[src/rtl/booth_seq_mult_if.sv]
// Handshake bundle for the sequential Booth multiplier: operand channel,
// product channel, flush and busy status.
interface booth_seq_mult_if #(
    parameter int WIDTH = 32
);
    logic                 in_valid;
    logic                 in_ready;
    logic [WIDTH-1:0]     mcand;
    logic [WIDTH-1:0]     mplier;
    logic                 flush;
    logic                 out_valid;
    logic                 out_ready;
    logic [2*WIDTH-1:0]   product;
    logic                 busy;

    modport master (
        output in_valid, mcand, mplier, flush, out_ready,
        input  in_ready, out_valid, product, busy
    );

    modport slave (
        input  in_valid, mcand, mplier, flush, out_ready,
        output in_ready, out_valid, product, busy
    );
endinterface

[src/rtl/booth_seq_mult.sv]
// Iterative radix-2 Booth multiplier: one shared add/sub-and-shift step per
// clock for WIDTH cycles, valid/ready on both sides, signed operands.
module booth_seq_mult #(
    parameter int WIDTH = 32,
    parameter int CNT_W = 6
) (
    input  logic             clk,
    input  logic             rst_n,
    booth_seq_mult_if.slave  bus
);
    localparam logic [1:0] ST_IDLE = 2'd0;
    localparam logic [1:0] ST_RUN  = 2'd1;
    localparam logic [1:0] ST_DONE = 2'd2;

    localparam logic [CNT_W-1:0] CNT_INIT = CNT_W'(WIDTH);
    localparam logic [CNT_W-1:0] CNT_ONE  = CNT_W'(1);

    logic [1:0]           state;
    logic [WIDTH:0]       acc;
    logic [WIDTH-1:0]     mq;
    logic                 q_m1;
    logic [WIDTH-1:0]     mcand_r;
    logic [CNT_W-1:0]     cnt;
    logic [2*WIDTH-1:0]   product_r;

    logic [WIDTH:0]       m_ext;
    logic [WIDTH:0]       acc_sum;
    logic [WIDTH:0]       acc_sh;
    logic [WIDTH-1:0]     q_sh;

    // A carries one guard bit so subtracting M = -2**(WIDTH-1) cannot overflow.
    assign m_ext = {mcand_r[WIDTH-1], mcand_r};

    always_comb begin
        acc_sum = acc;
        case ({mq[0], q_m1})
            2'b01:   acc_sum = acc + m_ext;
            2'b10:   acc_sum = acc - m_ext;
            default: acc_sum = acc;
        endcase
    end

    assign acc_sh = {acc_sum[WIDTH], acc_sum[WIDTH:1]};
    assign q_sh   = {acc_sum[0], mq[WIDTH-1:1]};

    always_ff @(posedge clk or negedge rst_n) begin
        if (!rst_n) begin
            state     <= ST_IDLE;
            acc       <= '0;
            mq        <= '0;
            q_m1      <= 1'b0;
            mcand_r   <= '0;
            cnt       <= '0;
            product_r <= '0;
        end else if (bus.flush) begin
            state <= ST_IDLE;
        end else begin
            case (state)
                ST_IDLE: begin
                    if (bus.in_valid) begin
                        mcand_r <= bus.mcand;
                        mq      <= bus.mplier;
                        acc     <= '0;
                        q_m1    <= 1'b0;
                        cnt     <= CNT_INIT;
                        state   <= ST_RUN;
                    end
                end
                ST_RUN: begin
                    acc  <= acc_sh;
                    mq   <= q_sh;
                    q_m1 <= mq[0];
                    cnt  <= cnt - CNT_ONE;
                    // The final step's shifted result is captured directly as the product.
                    if (cnt == CNT_ONE) begin
                        product_r <= {acc_sh[WIDTH-1:0], q_sh};
                        state     <= ST_DONE;
                    end
                end
                ST_DONE: begin
                    if (bus.out_ready) begin
                        state <= ST_IDLE;
                    end
                end
                default: state <= ST_IDLE;
            endcase
        end
    end

    assign bus.in_ready  = (state == ST_IDLE);
    assign bus.out_valid = (state == ST_DONE);
    assign bus.busy      = (state == ST_RUN) || (state == ST_DONE);
    assign bus.product   = product_r;
endmodule

[src/flat_wrapper.sv]
// flat-port wrapper written by rule: the top's interface ports become plain ports
module booth_seq_mult_flat 
#(
    parameter int WIDTH = 32,
    parameter int CNT_W = 6
)
  (clk, rst_n, bus_in_valid, bus_mcand, bus_mplier, bus_flush, bus_out_ready, bus_in_ready, bus_out_valid, bus_product, bus_busy);
  booth_seq_mult_if #(.WIDTH(WIDTH)) bus_i ();
  input  logic clk;
  input  logic rst_n;
  input wire logic [$bits(bus_i.in_valid)-1:0] bus_in_valid;
  input wire logic [$bits(bus_i.mcand)-1:0] bus_mcand;
  input wire logic [$bits(bus_i.mplier)-1:0] bus_mplier;
  input wire logic [$bits(bus_i.flush)-1:0] bus_flush;
  input wire logic [$bits(bus_i.out_ready)-1:0] bus_out_ready;
  output wire logic [$bits(bus_i.in_ready)-1:0] bus_in_ready;
  output wire logic [$bits(bus_i.out_valid)-1:0] bus_out_valid;
  output wire logic [$bits(bus_i.product)-1:0] bus_product;
  output wire logic [$bits(bus_i.busy)-1:0] bus_busy;
  assign bus_i.in_valid = bus_in_valid;
  assign bus_i.mcand = bus_mcand;
  assign bus_i.mplier = bus_mplier;
  assign bus_i.flush = bus_flush;
  assign bus_i.out_ready = bus_out_ready;
  assign bus_in_ready = bus_i.in_ready;
  assign bus_out_valid = bus_i.out_valid;
  assign bus_product = bus_i.product;
  assign bus_busy = bus_i.busy;
  booth_seq_mult #(.WIDTH(WIDTH), .CNT_W(CNT_W)) u_core (.clk(clk), .rst_n(rst_n), .bus(bus_i));
endmodule
[config.mk]
export PLATFORM = sky130hd
export DESIGN_NAME = booth_seq_mult_flat
export DESIGN_NICKNAME = d
export VERILOG_FILES = /design/src/rtl/booth_seq_mult_if.sv /design/src/rtl/booth_seq_mult.sv /design/src/flat_wrapper.sv
export SDC_FILE = /design/constraint.sdc
export NUM_CORES = 1
export LEC_CHECK = 0
export CORE_MARGIN = 2
export CORE_UTILIZATION = 28
export DETAILED_ROUTE_END_ITERATION = 6
export SETUP_SLACK_MARGIN = 0.15
export SLEW_MARGIN = 20
export SYNTH_ARGS = -nofsm -noshare
export SYNTH_HDL_FRONTEND = slang
export SYNTH_SLANG_ARGS = --single-unit
export TNS_END_PERCENT = 50
[constraint.sdc]
create_clock -name clk -period 3.85 [get_ports clk]
set_clock_uncertainty 0.15 [all_clocks]
set_input_delay 1.155 -clock clk [delete_from_list [all_inputs] [get_ports clk]]
set_output_delay 1.155 -clock clk [all_outputs]
set_load 0.005 [all_outputs]
==> impl_metrics.ini, run 1 <==
[outcome]
status = complete, but fails checks
violations = setup timing

[sta]
hold_slack_ns = 0.339
relSlewSlack_pct = 56.3
period_share_pct = 102
worstMarginPinSlew_ns = 0.656
fmax_mhz = 256
fin_crit_ns = 3.91
fin_ws_ns = -0.0638
hold_viol = 0
drv_slew = 0
finalSetupViolations = 3
rsz0062_at_grt = yes
tns_ns = -0.155

[clock_tree]
clock_path_buffers = 2
cts-root-buf = clkbuf_16
htree_levels = 4
clock_latency_ns = 0.43
path_clk_slew_ns = 0.07
cts_tree = yes
clock-sinks = 169
cts_buffers = 17

[critical_path]
slowest_stage = or4_4
worstPathArrival_ns = 4.07
cp-start-kind = register
path_class = register to register
crit_fanout = 5
path_cells = or4_4 > nor3_4 > and2_4 > nand2_2 > nor3_4 > buf_4 > a21oi_1 > xnor2_1 > ha_2 > a21oi_2 > o21a_1 > nand2_2 > a31oi_4 > xor2_2 > o221ai_2
cp-end-kind = register
cp.required_ns = 4.00
critPathMaxStageDelay_ns = 0.56

[layout]
fillers = 3370
syn_to_final_growth_pct = 36.2
fin_nets = 1236
drive_gt1_share_pct = 24.9
layout.cells.non_filler = 1587
final_area_um2 = 12900
diodes = 0

[yosys]
yosysWarnings = 0
yosys.area.top_type_share_pct = 44.8
synth-edff-count = 0
synth_mux_area_share_pct = 13.7
synth_top_family_by_area = compound AO/OA/AOI/OAI gates
synth_flop_cell = dfrtp_1
yosys.area_share.adder_pct = 5.51
synth_simple_gate_area_share_pct = 12.1
synth_area_per_cell_um2 = 10.2
synth-compound-area-share_pct = 15.5
ys_ff_latch = 169
synth-xor-area-share_pct = 5.66
synth_cell_types = 64
yosysSeqAreaShare_pct = 44.8
postSynthCellCount = 924
netlist_top_cells_area = dfrtp_1 (45%), mux2_2 (9.9%), ha_1 (5.3%)
yosysTopAreaCell = dfrtp_1
synthArstFlopShare_pct = 100
syn_nets = 1034
netlist_area_um2 = 9440

[power_and_ir_drop]
power.leakage_uw = 0.00568
cellPowerDensity_nw_per_um2 = 921
irDropWorstVdd_mv = 0.324

[place]
dp_hpwl_um = 17900
dp.cells = 1533
placed_cell_area_um2 = 11800
place.gp.congestion = 0.846
port_buffers = 135
dpl_worst_slack_ns = -0.161

[floorplanning]
die-area_um2 = 35200
initial_utilization_pct = 28.3
die_h_um = 188
coreArea_um2 = 33400
io_pins = 136
die_x_um = 188
rows = 67

[flow_run]
drv_cap = 0

[drt]
drtPass1Iterations = 5
ant_nets = 0
drc = 0
via_per_inst = 4.75
num_vias = 7545
wirelength_um = 25000
routedWlPerCell_um = 15.7
drt_iter0_markers = 387

[global_route]
grt_pass1_vias = 7644
grt_overflow_total = 0
grt.total_usage_pct = 14.5
grt_max_degree = 63
grt_pass1_wl_um = 41000
antenna_found_initial = 0

[hold_path]
hp-class = register to register
path summary, 6_finish.rpt:
path	from	end	slack [ns]	depth (start not counted)
setup / recovery	u_core.mcand_r[14]	u_core.bus.product[61]	-0.06	15
max in group asynchronous	rst_n	u_core.mcand_r[18]	2.24	2
min in group asynchronous	rst_n	u_core.bus.product[22]	0.54	1
hold reg to reg	u_core.bus.product[63]	u_core.bus.product[63]	0.34	2
hold / removal	u_core.bus.product[63]	u_core.bus.product[63]	0.34	2
setup reg to reg	u_core.mcand_r[14]	u_core.bus.product[61]	-0.06	15
sequential cells by signal (all words and copies together) (netlist names):
register	count
u_core.acc	32
u_core.bus.product	64
u_core.cnt	6
u_core.mcand_r	32
u_core.mq	32
u_core.q_m1	1
u_core.state	2
critical path: cells and delay by family (launching register included):
family          cells  cell delay, ns
simple gates        6            1.41
compound gates      5            0.78
xor+xnor            2            0.53
fa+ha+maj           1            0.39
flops               1            0.38
buf+inv             1            0.15
area by class of cell:
type	instances	area, µm²	share of cell area (%)
repair buffers	229	2120	16.5
flip-flops and latches	169	4230	32.9
clock inverters	11	136	1.06
well taps	448	561	4.36
clock buffers	21	470	3.66
multi-input cells	688	5260	40.9
inverters	21	78.8	0.613
power by group:
group | total, µW | switching [µW] | internal (µW)
combinational | 7080 | 3620 | 3460
sequential | 2960 | 571 | 2390
clock | 1790 | 771 | 1020
total | 11800 | 4960 | 6870
layout by cell type (no fill, tap or decap), types with 16 or more instances in the layout:
cell type / synthesis / final
dfrtp_1: 169 / 169
clkdlybuf4s50_1: 0 / 134
nand2_1: 103 / 97
buf_4: 0 / 86
mux2_2: 83 / 83
o21ai_0: 82 / 69
nor2_1: 57 / 54
a21oi_1: 52 / 43
xnor2_1: 46 / 43
mux2i_1: 36 / 36
ha_1: 40 / 36
inv_1: 21 / 21
a21o_1: 20 / 20
a22o_1: 18 / 18
clkbuf_16: 0 / 17
o21ai_1: 7 / 16
what timing repair did:
item                       CTS  global route
hold buffers                 0             0
resized for setup           37            38
setup endpoints to repair   30            39
pin swaps                   26            47
buffers inserted            11            11
logic make-up after synthesis:
group / Yosys count
and+or+nand+nor: 237
adders and majority gates: 41
DFF: 169
AOI/OAI and AO/OA: 230
buffers and inverters: 67
xor gates and xnor gates: 61
muxes: 119
stage by stage:
stage,power (µW),utilization (%)
after floorplan,7060,-
after global placement,9300,35.3
after detailed placement,9400,35.3
after CTS,11600,37.9
after global routing,12800,38.5
final,11800,38.5
cells in the mapped netlist, types with 2 or more instances:
master,count
mux2i_1,36
a21oi_2,2
o21ai_1,7
a221o_1,3
or4_4,2
buf_2,5
xor2_1,15
o221ai_1,4
o211ai_1,4
a211oi_1,3
nand3b_1,2
or2_2,2
inv_1,21
nand3_1,8
nor3b_1,3
o21ai_0,82
a22o_1,18
o21bai_1,3
nor4_1,7
a21oi_1,52
mux2_2,83
o21a_1,6
o31a_1,2
and3_1,5
buf_1,5
and3b_1,2
ha_1,40
nor2b_1,4
a32oi_1,2
dfrtp_1,169
o31ai_1,4
and2_1,5
xnor2_1,46
nor3_2,3
nor3_1,13
nor2_1,57
a31oi_1,5
a21o_1,20
nand2b_1,7
or3_1,5
nand2_1,103
or3b_2,2
clkbuf_1,36
metal layers:
metal / vias to the layer above / global-route usage, % / wire length, µm
li1: 3699 / - / -
met1: 3705 / 18.6 / 11300
met2: 123 / 24.7 / 12500
met3: 18 / 2.88 / 814
met4: 0 / 3.88 / 335
met5: - / 0 / 0
Power figures use the tool's default switching activity.
==> inputs of run 2 (changes only) <==
--- a/config.mk
+++ b/config.mk
@@ -5,6 +5,7 @@
 export SDC_FILE = /design/constraint.sdc
 export NUM_CORES = 1
 export LEC_CHECK = 0
+export CAP_MARGIN = 20
 export CORE_MARGIN = 2
 export CORE_UTILIZATION = 28
 export DETAILED_ROUTE_END_ITERATION = 6
==> results of run 2 <==
Final layout, timing and power as in run 1 (identical DEF).
